### src/rtl/repetition_stream_corrector.sv
// Majority-vote decoder for repetition-coded blocks with a one-deep registered output
// stage and saturating per-word / per-bit error statistics.
module repetition_stream_corrector #(
   parameter int DATA_WIDTH    = 8,
   parameter int REPETITION    = 3,
   parameter int COUNTER_WIDTH = 16,
   localparam int BLOCK_WIDTH  = REPETITION * DATA_WIDTH
) (
   input  logic                     clock,
   input  logic                     reset,
   input  logic                     upstream_valid,
   output logic                     upstream_ready,
   input  logic [BLOCK_WIDTH-1:0]   upstream_block,
   output logic                     downstream_valid,
   input  logic                     downstream_ready,
   output logic [DATA_WIDTH-1:0]    downstream_data,
   output logic                     downstream_error,
   input  logic                     counter_clear,
   output logic [COUNTER_WIDTH-1:0] word_error_count,
   output logic [COUNTER_WIDTH-1:0] bit_error_count
);

   localparam int VOTE_W  = $clog2(REPETITION + 1);
   localparam int TALLY_W = $clog2(DATA_WIDTH + 1);
   localparam int SUM_W   = ((COUNTER_WIDTH > TALLY_W) ? COUNTER_WIDTH : TALLY_W) + 1;
   localparam logic [COUNTER_WIDTH-1:0] COUNT_MAX = '1;

   generate
      if (REPETITION < 3 || (REPETITION % 2) == 0 || DATA_WIDTH < 1 || COUNTER_WIDTH < 1) begin : g_bad_params
         $error("repetition_stream_corrector: REPETITION must be odd and >= 3, widths >= 1");
      end
   endgenerate

   logic [VOTE_W-1:0]     ones [DATA_WIDTH];
   logic [DATA_WIDTH-1:0] vote_data;
   logic [DATA_WIDTH-1:0] disagree;
   logic [TALLY_W-1:0]    tally;
   logic                  error_now;
   logic                  accept;

   // Per bit: count the copies holding a 1; a strict majority wins, any mix is a disagreement.
   always_comb begin
      vote_data = '0;
      disagree  = '0;
      for (int i = 0; i < DATA_WIDTH; i++) begin
         ones[i] = '0;
         for (int k = 0; k < REPETITION; k++) begin
            ones[i] = ones[i] + VOTE_W'(upstream_block[k*DATA_WIDTH + i]);
         end
         vote_data[i] = ones[i] > VOTE_W'(REPETITION / 2);
         disagree[i]  = (ones[i] != '0) && (ones[i] != VOTE_W'(REPETITION));
      end
   end

   always_comb begin
      tally = '0;
      for (int i = 0; i < DATA_WIDTH; i++) begin
         tally = tally + TALLY_W'(disagree[i]);
      end
   end

   assign error_now      = |disagree;
   assign upstream_ready = !downstream_valid || downstream_ready;
   assign accept         = upstream_valid && upstream_ready;

   always_ff @(posedge clock or posedge reset) begin
      if (reset) begin
         downstream_valid <= 1'b0;
         downstream_data  <= '0;
         downstream_error <= 1'b0;
      end else if (accept) begin
         downstream_valid <= 1'b1;
         downstream_data  <= vote_data;
         downstream_error <= error_now;
      end else if (downstream_ready) begin
         downstream_valid <= 1'b0;
      end
   end

   logic [COUNTER_WIDTH-1:0] word_base, bit_base, word_next, bit_next;
   logic [SUM_W-1:0]         bit_sum;

   // Clear zeroes the base first so a same-cycle block still contributes.
   always_comb begin
      word_base = counter_clear ? '0 : word_error_count;
      bit_base  = counter_clear ? '0 : bit_error_count;
      word_next = word_base;
      bit_next  = bit_base;
      bit_sum   = SUM_W'(bit_base) + SUM_W'(tally);
      if (accept) begin
         if (error_now && (word_base != COUNT_MAX)) begin
            word_next = word_base + COUNTER_WIDTH'(1);
         end
         bit_next = (bit_sum > SUM_W'(COUNT_MAX)) ? COUNT_MAX : bit_sum[COUNTER_WIDTH-1:0];
      end
   end

   always_ff @(posedge clock or posedge reset) begin
      if (reset) begin
         word_error_count <= '0;
         bit_error_count  <= '0;
      end else begin
         word_error_count <= word_next;
         bit_error_count  <= bit_next;
      end
   end

endmodule
### config.mk
export PLATFORM = sky130hd
export DESIGN_NAME = repetition_stream_corrector
export DESIGN_NICKNAME = d
export VERILOG_FILES = /design/src/rtl/repetition_stream_corrector.sv
export SDC_FILE = /design/constraint.sdc
export NUM_CORES = 1
export LEC_CHECK = 0
export ABC_AREA = 1
export BUFFER_PORTS_ARGS = -buffer_cell sky130_fd_sc_hd__clkbuf_2
export CAP_MARGIN = 20
export CELL_PAD_IN_SITES_DETAIL_PLACEMENT = 1
export CELL_PAD_IN_SITES_GLOBAL_PLACEMENT = 1
export CORE_MARGIN = 2
export CORE_UTILIZATION = 36
export CTS_CLUSTER_DIAMETER = 100
export CTS_CLUSTER_SIZE = 10
export DETAILED_ROUTE_END_ITERATION = 10
export PLACE_DENSITY = 0.88
export REMOVE_ABC_BUFFERS = 1
export SYNTH_ARGS = -nofsm -noshare
export SYNTH_HDL_FRONTEND = slang
export SYNTH_SLANG_ARGS = --single-unit
### constraint.sdc
create_clock -name clock -period 3 [get_ports clock]
set_clock_uncertainty 0.05 [all_clocks]
set_input_delay 0.3 -clock clock [delete_from_list [all_inputs] [get_ports clock]]
set_output_delay 0.3 -clock clock [all_outputs]
set_load 0.005 [all_outputs]
# ---- Word level (Yosys, flattened, before mapping)
# Cells that the tools add are included.
dict set report classes {
  add_sub_neg 25
  order_cmp 9
  eq_ne 9
  muxes 8
  n_reduce_logical 22
}
# cell n
set ops {}
lappend ops {{2-to-1 mux 16 bit} 6}
lappend ops {{adder 1 x 1 -> 2 bit} 9}
lappend ops {{nonzero test 2 bit} 9}
lappend ops {{adder 16 x 4 -> 17 bit} 1}
lappend ops {{greater-than comparator 17 x 16 -> 1 bit, second input constant} 1}
lappend ops {{adder 16 x 1 -> 16 bit, second input constant} 1}
lappend ops {{adder 2 x 1 -> 2 bit} 8}
lappend ops {{adder 4 x 1 -> 4 bit} 4}
lappend ops {{greater-than comparator 2 x 1 -> 1 bit, second input constant} 8}
lappend ops {{!= test 16 bit, second input constant} 1}
lappend ops {{!= test 2 bit, second input constant} 8}
lappend ops {{logical AND 1 bit} 10}
lappend ops {{OR reduction 8 bit} 1}
lappend ops {{adder 3 x 1 -> 4 bit} 1}
lappend ops {{adder 2 x 1 -> 3 bit} 1}
lappend ops {{2-to-1 mux 1 bit} 2}
lappend ops {{zero test 1 bit} 1}
lappend ops {{logical OR 1 bit} 1}
dict set report totals {
  register_bits 42
  input_bits 29
  wordCells 78
}

# ---- Depth between registers and ports, before layout
dict set report depth {
  depth_word 15
  depth_mapped 20
  depth_no_buf 20
}

# ---- Worst setup path before layout
# No wires, ideal clock.
dict set report synth_path {
  path_kind {input to register}
  startpoint {input upstream_block[0]}
  endpoint {register bit_error_count[10]}
  t_arrival_ns 4.389
  required_time_ns 2.882
  slack_ns -1.507
  stages 17
  path_buffers 0
  path_cell_list {inv_1 > fa_1 > inv_1 > ha_1 > inv_1 > fa_1 > inv_1 > fa_1 > fa_1 > fa_1 > fa_1 > o21ai_1 > nand2_1 > nor2_4 > nand2_1 > or2_2 > nand3_1}
}
dict set report synth_via {
  elab_chain_len 15
}
# element line
set synth_rtl {}
lappend synth_rtl {{from (decl)} 13} ;# input logic [BLOCK_WIDTH-1:0] upstream_block,
lappend synth_rtl {{adder 1 x 1 -> 2 bit (*)} 48} ;# ones[i] = ones[i] + VOTE_W'(upstream_block[k*DATA_WIDTH + i]);
lappend synth_rtl {{adder 2 x 1 -> 2 bit (*)} 48}
lappend synth_rtl {{!= test 2 bit or nonzero test 2 bit (tied branches)} 51} ;# disagree[i] = (ones[i] != '0) && (ones[i] != VOTE_W'(REPETITION));
lappend synth_rtl {{logical AND 1 bit (*)} 51}
lappend synth_rtl {{adder 1 x 1 -> 2 bit (*)} 58} ;# tally = tally + TALLY_W'(disagree[i]);
lappend synth_rtl {{adder 2 x 1 -> 3 bit (*)} 58}
lappend synth_rtl {{adder 3 x 1 -> 4 bit (*)} 58}
lappend synth_rtl {{adder 4 x 1 -> 4 bit (*) (4 in series)} 58}
lappend synth_rtl {{adder 16 x 4 -> 17 bit (*)} 89} ;# bit_sum = SUM_W'(bit_base) + SUM_W'(tally);
lappend synth_rtl {{greater-than comparator 17 x 16 -> 1 bit} 94} ;# bit_next = (bit_sum > SUM_W'(COUNT_MAX)) ? COUNT_MAX : bit_sum[COUNTER_WIDTH-1:0];
lappend synth_rtl {{2-to-1 mux 16 bit (*)} 94}
lappend synth_rtl {{2-to-1 mux 16 bit (*)} 90} ;# if (accept) begin
lappend synth_rtl {{named net bit_next[10]} 80} ;# logic [COUNTER_WIDTH-1:0] word_base, bit_base, word_next, bit_next;
lappend synth_rtl {{to (signal assigned)} 104} ;# bit_error_count <= bit_next;
lappend synth_rtl {{to (decl)} 20} ;# output logic [COUNTER_WIDTH-1:0] bit_error_count
# The timed path passes the listed nets; every way through them passes the cells marked *.
# A chain may end at the register's enable or synchronous reset.

# ---- Worst setup path after layout
dict set report layout_path {
  startpoint {input upstream_block[19]}
  endpoint {register bit_error_count[10]}
}
dict set report layout_via {
  elab_chain_len 12
}
# element line
set layout_rtl {}
lappend layout_rtl {{adder 2 x 1 -> 2 bit (*)} 48}
lappend layout_rtl {{!= test 2 bit or nonzero test 2 bit (tied branches)} 51}
lappend layout_rtl {{logical AND 1 bit (*)} 51}
lappend layout_rtl {{adder 3 x 1 -> 4 bit (*)} 58}
lappend layout_rtl {{adder 4 x 1 -> 4 bit (*) (4 in series)} 58}
lappend layout_rtl {{adder 16 x 4 -> 17 bit (*)} 89}
lappend layout_rtl {{greater-than comparator 17 x 16 -> 1 bit} 94}
lappend layout_rtl {{2-to-1 mux 16 bit (*)} 94}
lappend layout_rtl {{2-to-1 mux 16 bit (*)} 90}
lappend layout_rtl {{named net bit_next[10]} 80}
# Marks and branches as above.

==> reports/summary.log <==
INFO  clock_tree     clock_buffer_count_from_cts=5
INFO  clock_tree     tritoncts=yes
INFO  worst_hold_path timing.hold.worst.class=primary input to flop
INFO  grt            wire_length_of_the_first_global_routing_pass=15.5mm
INFO  clock_tree     cts_htree_levels=2
INFO  clock_tree     clockRootBuffer=sky130_fd_sc_hd__clkbuf_8
INFO  pwr            ir_worst_vdd=0.209mV
INFO  pwr            power.density_cell_area=485nW/um^2
INFO  worst_setup_path cp_max_fo=5
INFO  drt            drtIter0Drc=50
INFO  pwr            clkPwrFrac=0.195
INFO  drt            drt-wirelength-per-cell=15.9um
INFO  outcome        violations=negative setup slack
INFO  worst_setup_path timing.critical_path.from_type=primary input
INFO  grt            antenna_found_initial=0
INFO  floorplanning  design.die.area=9290um^2
INFO  drt            detailedRoute.firstPassIterationCount=4
INFO  synthesis      synthesis.instances=391
INFO  sta            fmax=237MHz
INFO  outcome        run_status=complete, but fails checks
INFO  synthesis      post_synth.cell_area_avg=7.86um^2
INFO  drt            detail_route_antenna_nets=0
INFO  worst_setup_path worst_setup_end_kind=flop
INFO  grt            pin_count_of_the_biggest_net_entering_global_routing=35
INFO  synthesis      seq_cells_post_synth=42
INFO  worst_hold_path holdCritStartpoint=downstream_ready
INFO  worst_setup_path timing.critical_path.max_delay_family=adder cells
INFO  drt            routed_wire_length=9.26mm
INFO  drt            post-route-drc-count=0
INFO  placed_design  place.detailed.hpwl=7.27mm
INFO  worst_setup_path worst_path_most_repeated_cell=sky130_fd_sc_hd__fa_1
INFO  worst_setup_path critPathMaxStageDelay=0.55ns
INFO  pwr            power.switching_fraction=0.380
INFO  synthesis      synth_largest_area_cell=sky130_fd_sc_hd__dfrtp_1
INFO  finish         drive_gt1_frac=0.322
INFO  floorplanning  core-area=8260um^2
INFO  worst_setup_path worst_r2r_endpoint=bit_error_count[10]
INFO  floorplanning  start_util=0.372
INFO  drt            route.vias.total=2896
INFO  synthesis      synthesis.area=3070um^2
INFO  pwr            p_seq_frac=0.344
INFO  placed_design  port_buffers=71
INFO  grt            vias_in_the_first_global_route=3266
INFO  worst_setup_path crit_path_top_delay_cell=sky130_fd_sc_hd__fa_1
INFO  sta            min_period_over_period=1.41
INFO  pwr            p_switching=0.000718W
INFO  floorplanning  die_y=96.4um
INFO  finish         fin_util=0.471
INFO  sta            grt_setup_unrepaired=true
INFO  clock_tree     clk_pin_slew=0.08ns
INFO  sta            fin_crit=4.23ns
INFO  worst_hold_path hold-path-endpoint=downstream_valid
INFO  drt            vias_per_cell=4.96
INFO  worst_setup_path worstPathRequired=3.19ns
INFO  sta            timing.hold.ws=0.258ns
INFO  worst_setup_path critPathBufInv=3
INFO  finish         most-common-layout-cells=sky130_fd_sc_hd__nand2_1, sky130_fd_sc_hd__clkbuf_2, sky130_fd_sc_hd__inv_1
INFO  finish         num_antenna_cells=0
INFO  worst_setup_path worstReg2RegStart=bit_error_count[0]
INFO  pwr            intPower=0.00117W
INFO  grt            grt_overflow_total=0
INFO  floorplanning  design.portCount=72
INFO  placed_design  placedInstanceArea=3620um^2
INFO  sta            timing.final.max_slew_violations=0
INFO  synthesis      synth.yosys.warnings=0
INFO  run            cap_violations=0
INFO  sta            hold_viol=0
INFO  sta            slew_headroom=0.626
INFO  floorplanning  fp-row-count=33
INFO  worst_setup_path worstPathArrival=4.42ns
INFO  finish         areaGrowthSynthToFinish=26.6%
INFO  sta            setup_viol=16
INFO  pwr            leakage_power=2.13nW
INFO  synthesis      synth.top_cells.by_area=sky130_fd_sc_hd__dfrtp_1, sky130_fd_sc_hd__nand2_1, sky130_fd_sc_hd__fa_1, sky130_fd_sc_hd__inv_1, sky130_fd_sc_hd__ha_1
INFO  finish         postLayoutCellArea=3890um^2
INFO  pwr            share_comb_of_total_power=0.461
INFO  finish         final_net_count=537
INFO  worst_hold_path hold_path_depth=4
INFO  worst_setup_path ff2ff_setup_slack=-0.17ns
INFO  worst_setup_path r2r.worst_path.cells=11
INFO  placed_design  routability_cong=0.817
INFO  finish         final_common_cell=sky130_fd_sc_hd__nand2_1
INFO  grt            grt_use_total=0.216
INFO  worst_setup_path crit_type=primary input to flop
INFO  synthesis      synth_top_area_frac=0.342
INFO  synthesis      sequential_to_total_area_share_from_yosys_stat=0.342
INFO  sta            worst-slew-pin-transition=0.560ns
INFO  worst_setup_path worstPathCellList=buf_6, fa_1, ha_4, inv_2, fa_1, inv_2, fa_1, fa_1, fa_2, fa_2, o21ai_4, nand2_2, nor2_4, nand2_1, or2_4, nand3_2
INFO  clock_tree     worst_skew_pair.late_latency=0.30ns
INFO  synthesis      yosysUniqueCellTypes=35
INFO  clock_tree     clock_path_buffers=2
INFO  sta            postLayoutSetupSlackWorst=-1.23ns
INFO  clock_tree     cts_sinks=42
INFO  worst_setup_path worstSetupStartpoint=upstream_block[19]
INFO  floorplanning  dieWidth=96.4um
-- synthesized netlist by cell type, drive strengths merged --
cell / count
nand2: 107
inv: 66
nor2: 45
dfrtp: 42
nand3: 37
ha: 16
o21ai: 14
fa: 13
nand4: 7
nor3: 7
xor2: 7
xnor2: 6
buf: 5
clkbuf: 4
a21oi: 3
nand3b: 3
o211ai: 3
o21bai: 3
or2: 3
-- worst min-delay path, stage by stage --
cell	delay [ns]
sky130_fd_sc_hd__clkbuf_2	0.08
sky130_fd_sc_hd__inv_1	0.03
sky130_fd_sc_hd__nand2_1	0.10
sky130_fd_sc_hd__nand2_1	0.06
-- state kept, by name, summed over array words and instances, names as in the netlist --
signal and count:
downstream_valid 1, downstream_data 8, downstream_error 1, bit_error_count 16
word_error_count 16
-- per-stage QoR --
stage	total power, W	instances	TNS, ns	setup slack [ns]
5_1_grt	0.00202	584	-20.02	-1.30
3_3_place_gp	0.00133	575	-26.27	-1.70
4_1_cts	0.00184	584	-20.15	-1.30
2_1_floorplan	0.00109	382	-23.02	-1.52
6_report	0.00189	584	-18.72	-1.23
3_5_place_dp	0.00140	575	-28.50	-1.85
-- cells by family (layout without fill, tap and decap cells) --
family | Yosys count | after routing | synth area share
AND/OR/NAND/NOR | 209 | 209 | 0.325
buffers and inverters | 75 | 163 | 0.103
flip-flops | 42 | 42 | 0.342
adder cells (fa/ha/maj) | 29 | 29 | 0.150
AO/OA/AOI/OAI | 23 | 23 | 0.0435
XOR/XNOR | 13 | 13 | 0.0370
-- how the worst max path moves through the flow --
stage,endpoint,slack [ns],cells past startpoint
6_report,bit_error_count[10],-1.23,16
2_1_floorplan,bit_error_count[10],-1.52,17
3_5_place_dp,bit_error_count[10],-1.85,18
4_1_cts,bit_error_count[2],-1.30,18
3_3_place_gp,bit_error_count[10],-1.70,18
5_1_grt,bit_error_count[14],-1.30,18
-- metal layers --
| layer | GRT usage | part of all wire | routed length [um] | vias up |
|---|---|---|---|---|
| met5 | 0 | 0 | 0 | - |
| met4 | 0.0587 | 0.024 | 222 | 0 |
| met3 | 0.0287 | 0.024 | 219 | 19 |
| met2 | 0.416 | 0.55 | 5090 | 49 |
| met1 | 0.249 | 0.40 | 3730 | 1446 |
| li1 | - | - | - | 1382 |
-- power by group through the flow --
stage               Sequential (W)  Clock (W)  Combinational (W)
floorplan                 0.000656          0           0.000430
global placement          0.000656          0           0.000672
detailed placement        0.000660          0           0.000745
global route              0.000652   0.000390           0.000980
CTS                       0.000649   0.000375           0.000819
finish                    0.000649   0.000369           0.000870
-- layout make-up --
type	instances	area, um^2
fill	1070	4370
multi-input combinational	274	1840
sequential	42	1050
timing repair buffer	90	537
inverter	66	253
tap	105	131
clock buffer	7	76.3
-- what timing repair did --
item	CTS	global route
gates resized for setup	29	18
cloned	0	0
hold buffers	1	0
setup buffers	2	0
hold endpoints to repair	8	0
pin swaps	22	9
setup endpoints to repair	16	16
Note: power is estimated with default switching activity, not from simulation.
